File: config.mk
export PLATFORM = sky130hd
export DESIGN_NAME = sirv_tl_fragmenter_a
export DESIGN_NICKNAME = d
export VERILOG_FILES = /design/src/rtl/sirv_tl_fragmenter_a.sv
export SDC_FILE = /design/constraint.sdc
export NUM_CORES = 1
export LEC_CHECK = 0
export CORE_UTILIZATION = 27
export CTS_CLUSTER_DIAMETER = 50
export DETAILED_ROUTE_END_ITERATION = 6
export PLACE_DENSITY_LB_ADDON = 0.3
export SYNTH_ARGS = -nofsm -noshare
export SYNTH_HDL_FRONTEND = slang
export SYNTH_SLANG_ARGS = --single-unit
File: constraint.sdc
create_clock -name clock -period 3.89 [get_ports clock]
set_clock_uncertainty 0.2 [all_clocks]
set_input_delay 0.389 -clock clock [delete_from_list [all_inputs] [get_ports clock]]
set_output_delay 0.389 -clock clock [all_outputs]
set_load 0.05 [all_outputs]
File: src/rtl/sirv_tl_fragmenter_a.sv
// -----------------------------------------------------------------------------
// sirv_tl_fragmenter_a
//
// Purpose:
//   Splits TileLink A-channel messages into single-byte fragments with no added
//   latency.
//   - A Get is presented once by the upstream repeater. This block raises
//     repeat_en so the repeater re-presents the same beat until all 2^size
//     fragments have been issued.
//   - A PutFull or PutPartial arrives as 2^size one-byte beats, and each beat
//     becomes exactly one fragment.
//   The low address bits of each fragment are ORed with the running byte offset.
//   Messages larger than 2^MAX_SIZE bytes are clamped to 2^MAX_SIZE fragments and
//   set a sticky error flag.
//
// Parameters:
//   MAX_SIZE   log2 of the largest accepted message size in bytes (0..3; the
//              offset counter is 3 bits wide).
//
// Ports:
//   clock, reset         rising-edge clock, asynchronous active-high reset
//   in_valid/in_ready    upstream A-channel handshake (pass-through)
//   in_bits_*            upstream A-channel fields
//   repeat_en            ask the repeater to hold and replay the current beat
//   out_valid/out_ready  downstream handshake (pass-through)
//   out_bits_*           single-byte fragment fields (size always 0)
//   out_last             current fragment is the final one of its message
//   err_oversize         sticky: a message with size > MAX_SIZE was accepted
// -----------------------------------------------------------------------------
module sirv_tl_fragmenter_a #(
    parameter int MAX_SIZE = 3
) (
    input  logic        clock,
    input  logic        reset,

    input  logic        in_valid,
    output logic        in_ready,
    input  logic [2:0]  in_bits_opcode,
    input  logic [2:0]  in_bits_param,
    input  logic [2:0]  in_bits_size,
    input  logic [1:0]  in_bits_source,
    input  logic [29:0] in_bits_address,
    input  logic        in_bits_mask,
    input  logic [7:0]  in_bits_data,

    output logic        repeat_en,

    input  logic        out_ready,
    output logic        out_valid,
    output logic [2:0]  out_bits_opcode,
    output logic [2:0]  out_bits_param,
    output logic [2:0]  out_bits_size,
    output logic [1:0]  out_bits_source,
    output logic [29:0] out_bits_address,
    output logic        out_bits_mask,
    output logic [7:0]  out_bits_data,
    output logic        out_last,

    output logic        err_oversize
);

    localparam logic [2:0] MAX_SZ    = 3'(MAX_SIZE);
    localparam logic [2:0] OPCODE_GET = 3'd4;

    // Byte offset within the current message, latched message size and
    // sticky oversize flag.
    logic [2:0] off_q,  off_d;
    logic [2:0] size_q, size_d;
    logic       err_q,  err_d;

    logic       fire;
    logic       is_get;
    logic       oversize;
    logic [2:0] eff_size;
    logic [2:0] msg_size;
    logic [3:0] last_off;
    logic       last;

    // -------------------------------------------------------------------------
    // Message bookkeeping
    // -------------------------------------------------------------------------
    always_comb begin
        fire     = in_valid & out_ready;
        is_get   = (in_bits_opcode == OPCODE_GET);
        oversize = (in_bits_size > MAX_SZ);
        eff_size = oversize ? MAX_SZ : in_bits_size;

        // On the first fragment, size_q still holds the previous message, so
        // use the live size field instead.
        msg_size = (off_q == 3'd0) ? eff_size : size_q;

        // The widened compare keeps 2^3 - 1 from overflowing.
        last_off = (4'd1 << msg_size) - 4'd1;
        last     = ({1'b0, off_q} == last_off);
    end

    always_comb begin
        off_d  = off_q;
        size_d = size_q;
        err_d  = err_q;
        if (fire) begin
            if (off_q == 3'd0) begin
                size_d = eff_size;
            end
            off_d = last ? 3'd0 : (off_q + 3'd1);
            if (oversize) begin
                err_d = 1'b1;
            end
        end
    end

    always_ff @(posedge clock or posedge reset) begin
        if (reset) begin
            off_q  <= 3'd0;
            size_q <= 3'd0;
            err_q  <= 1'b0;
        end else begin
            off_q  <= off_d;
            size_q <= size_d;
            err_q  <= err_d;
        end
    end

    // -------------------------------------------------------------------------
    // Zero-latency datapath
    // -------------------------------------------------------------------------
    assign out_valid       = in_valid;
    assign in_ready        = out_ready;
    assign out_bits_opcode = in_bits_opcode;
    assign out_bits_param  = in_bits_param;
    assign out_bits_size   = 3'd0;
    assign out_bits_source = in_bits_source;
    assign out_bits_data   = in_bits_data;

    // A Get requests a full-width read, so every byte lane is enabled.
    assign out_bits_mask   = is_get ? 1'b1 : in_bits_mask;

    assign out_last        = last;
    assign repeat_en       = in_valid & is_get & ~last;
    assign err_oversize    = err_q;

    // The message is aligned to 2^size, so ORing the offset into the low bits
    // is the same as adding it.
    assign out_bits_address[29:3] = in_bits_address[29:3];

    generate
        for (genvar gi = 0; gi < 3; gi++) begin : g_addr_lo
            assign out_bits_address[gi] = in_bits_address[gi] | off_q[gi];
        end
    endgenerate

endmodule

* Word level (Yosys, flattened, before mapping)
Cells that the tools add are included.
** Cells by class
- $add $sub $neg :: 2
- Magnitude comparators :: 1
- Equality and inequality tests :: 2
- Shift-type cells :: 1
- Multiplexer cells :: 4
- Bitwise gates (word level) :: 7
- Reduce and logical (&&, ||, !) cells :: 2
** Operators with widths (number)
- $mux 3 :: 3
- $eq 3x4->1 :: 1
- $shl 1x3->4 const A :: 1
- $sub 4x1->4 const B :: 1
- $add 3x1->3 const B :: 1
- $and 1x1->1 :: 3
- $eq 3x3->1 const B :: 1
- $gt 3x2->1 const B :: 1
- $logic_not 3->1 :: 1
- $or 1x1->1 :: 3
- $reduce_and 2->1 :: 1
- $mux 1 :: 1
- $not 1->1 :: 1
** Storage, ports and cells
- Register bits :: 7
- Output and inout bits :: 55
- Word-level logic and storage cells :: 22

* Logic depth before layout (Yosys ltp)
- Word-level depth :: 8
- Depth in mapped cells :: 11
- Mapped depth without buffers :: 11

* Least setup slack after synthesis
Ideal clock, no wire load.
- Path kind :: register to output
- Start point :: register off_q[0]
- End point :: output repeat_en
- Arrival :: 3.065 ns
- Required time :: 3.301 ns
- Slack :: 0.236 ns
- Stages on the path, launching flop included :: 12
- Buffers on the path :: 0
- Cell sequence :: dfrtp_1 > inv_1 > ha_1 > and2b_1 > mux2i_2 > nand2b_1 > ha_1 > inv_1 > and3_1 > o211a_1 > o31a_2 > nor2_1
** Between the ends
- Cells in the longest elaborated chain, start to end :: 7
** RTL lines
- start: declaration :: line 67 : logic [2:0] off_q, off_d;
- start signal: assignment :: line 114 : off_q <= 3'd0;
- start signal: assignment :: line 118 : off_q <= off_d;
- $logic_not 3->1 :: line 90 : msg_size = (off_q == 3'd0) ? eff_size : size_q;
- $mux 3
- $shl 1x3->4 :: line 93 : last_off = (4'd1 << msg_size) - 4'd1;
- $sub 4x1->4 :: line 93
- $eq 3x4->1 (*) :: line 94 : last = ({1'b0, off_q} == last_off);
- via out_last :: line 57 : output logic out_last,
- $not 1->1 (*) :: line 139 : assign repeat_en = in_valid & is_get & ~last;
- $and 1x1->1 (*) :: line 139
- end: declaration :: line 46 : output logic repeat_en,
Mark *: on every way through the listed nets, which the timed path passes. The rest lies on a longest branch.

* Worst setup path after layout
- Start point :: register off_q[0]
- End point :: output repeat_en
** Between the ends
- Cells in the longest elaborated chain, start to end :: 7
** RTL lines (line)
- $logic_not 3->1 :: 90
- $mux 3
- $shl 1x3->4 :: 93
- $sub 4x1->4 :: 93
- $eq 3x4->1 (*) :: 94
- $not 1->1 (*) :: 139
- $and 1x1->1 (*) :: 139
Every way passes the cells marked *; elsewhere a longest branch is shown, timed or not.

==> flow_summary.yaml <==
run_status:
  status: "finished clean"
clock_tree:
  root_buffer: "clkbuf_4"
  post_cts_buffers: 0
  cts_tree: "built"
  cts_buffers: 3
  clock-sinks: 7
  cts_max_path_buffers: 2
  holdBufCountCts: 0
  cts.htree.levels: 1
  cts_resized: 0
  clkLatencyLatePin_ns: 0.26
  clk_pin_slew_worst_paths_ns: 0.06
sta:
  hold_viol: 0
  finalMaxSlewViolations: 0
  fin_ws_ns: 0.219
  setup_viol: 0
  tightest_slew_ns: 0.513
  slew_headroom_pct: 65.7
  fin_crit_sh_pct: 94.4
  max_freq_mhz: 272
  tns_ns: 0
  fin_crit_ns: 3.67
  rsz0062_at_grt: "false"
floorplanning:
  chipHeight_um: 60.5
  core_sq_um: 3150
  die_area_sq_um: 3660
  io-pin-count: 109
  rows: 20
  die_width_um: 60.5
  start_util_pct: 29.3
drt:
  first_iter_violations: 7
  drt_wl_total_um: 1670
  post_drt_wl_per_cell_um: 12.1
  ant_nets: 0
  vias_per_cell: 4.45
  vias: 614
  firstDrtPassIters: 2
  drc: 0
final_layout:
  area_growth_pct: 0.813
  n_fill_cell: 355
  layout_common_cells: "clkdlybuf4s50_1, nand2_1, dfrtp_1"
  layout_commonest_cell: "clkdlybuf4s50_1"
  diodes: 0
  nNetsFinal: 152
  utilization_pct: 29.5
  drive_above_1_share_pct: 21.3
power_and_ir_drop:
  p_sw_share_pct: 47.8
  p_leak_nw: 0.403
  p_clk_share_pct: 9.7
  intPower_mw: 0.375
  pwr-share-seq_pct: 18.9
  pwr_density_cell_nw_per_um2: 772
  p_switching_mw: 0.343
  peakVddDrop_mv: 0.213
  p_comb_share_pct: 71.5
logic_synthesis:
  synth_seq_cells: 7
  yosysSeqAreaShare_pct: 19.0
  ys_warn_count: 0
  synthDistinctLibCells: 31
  syn_avg_cell_area_sq_um: 8.24
  syn_area_sq_um: 923
  syn_inst: 112
grt:
  antenna_found_initial: 0
  grt_remaining_overflow: 0
  grt_usage_pct: 10.2
  grt_pass1_vias: 646
  grt_pass1_wl_um: 2790
  grt_max_degree: 10
worst_setup_path:
  cp-start-kind: "register"
  path_class: "reg2out"
  cp.required_ns: 3.30
  critPathLaunch: "off_q[0]$_DFFE_PP0P_"
  timing.rr.start: "off_q[0]$_DFFE_PP0P_"
  critical_path.max_fanout: 7
  worstPathArrival_ns: 3.08
  end_kind: "output port"
placed_design:
  place_ws_ns: 0.349
  hpwlAfterDp_um: 1350
  gp_congestion: 0.837
  portBuffers: 25
min_path:
  hold_class: "in2async"
flow_run:
  cap_violations: 0
cells in the mapped netlist (all sizes together):
library cell,n,area [sq um]
o221ai,1,15.0
or2,5,31.3
a2111oi,1,8.76
mux2,2,26.3
nor3b,1,7.51
o22ai,1,12.5
nor2,4,15.0
mux2i,1,13.8
and4,1,11.3
o31a,1,10.0
a21o,1,7.51
clkbuf,1,3.75
buf,48,360
nand2,10,37.5
nand2b,3,26.3
inv,4,15.0
o211a,1,10.0
and2b,1,7.51
a21oi,2,10.0
or3,1,6.26
dfrtp,7,175
xnor2,2,17.5
and2,2,12.5
o21ai,4,20.0
nand3b,2,15.0
and3,1,6.26
conb,1,3.75
ha,3,37.5
registers in the layout, indices dropped and copies added (netlist names):
| name | flops |
|---|---|
| off_q | 3 |
| size_q | 3 |
| err_oversize | 1 |
worst max-delay path, stage by stage (launching register included):
cell	delay, ns
dfrtp_1	0.46
inv_1	0.11
ha_2	0.23
and2b_1	0.21
mux2i_4	0.30
nand2b_1	0.14
ha_1	0.17
inv_1	0.06
and3_1	0.17
o211a_1	0.21
o31a_2	0.39
nor2_1	0.21
buf_12	0.17
layout make-up:
class	instances	area, sq um	area share [%]
multi-input combinational	54	388	41.7
timing repair buffer	25	270	29.0
sequential	7	175	18.8
tap	44	55.1	5.91
clock buffer	3	22.5	2.42
inverter	4	15.0	1.61
clock inverter	1	5.00	0.538
power by group through the flow:
stage	logic (mW)	clock network (mW)	registers (mW)
final	0.513	0.0694	0.135
after global routing	0.553	0.0775	0.143
after CTS	0.510	0.0711	0.135
after detailed placement	0.508	0	0.137
after global placement	0.504	0	0.136
after floorplan	0.491	0	0.124
path summary, 6_finish.rpt:
check,endpoint,slack [ns],cells past startpoint
min in group clock,err_oversize$_DFFE_PP0P_,0.26,1
max,repeat_en,0.22,12
max in group asynchronous,off_q[2]$_DFFE_PP0P_,3.09,2
min reg2reg,err_oversize$_DFFE_PP0P_,0.26,1
min,err_oversize$_DFFE_PP0P_,0.17,2
max reg2reg,off_q[2]$_DFFE_PP0P_,0.97,11
per-layer routing:
| layer | vias up | track usage, % | wire (um) |
|---|---|---|---|
| met5 | - | 0 | 0 |
| met4 | 0 | 9.42 | 93 |
| met3 | 28 | 2.99 | 153 |
| met2 | 36 | 17.6 | 796 |
| met1 | 271 | 9.83 | 622 |
| li1 | 279 | - | - |
logic make-up (layout without fill, tap and decap cells):
logic type                 Yosys count  in the layout  share of synthesized area, %
adders and majority gates            3              3                          4.07
xor gates and xnor gates             2              2                          1.90
other                                1              3                         0.406
and+or+nand+nor                     31             31                          19.1
AOI/OAI and AO/OA                   12             12                          10.2
buffers and inverters               53             33                          41.1
DFF                                  7              7                          19.0
muxes                                3              3                          4.34
through the flow:
| stage | instances | cell area (sq um) | power, mW | hold WS [ns] |
|---|---|---|---|---|
| finish | 138 | 931 | 0.718 | 0.169 |
| global route | 138 | 931 | 0.774 | 0.201 |
| CTS | 138 | 920 | 0.716 | 0.181 |
| detailed placement | 134 | 892 | 0.645 | 0.247 |
| global placement | 134 | 892 | 0.640 | 0.272 |
| floorplan | 114 | 931 | 0.614 | -0.00760 |
No activity file was read; power rests on OpenSTA's default activity.
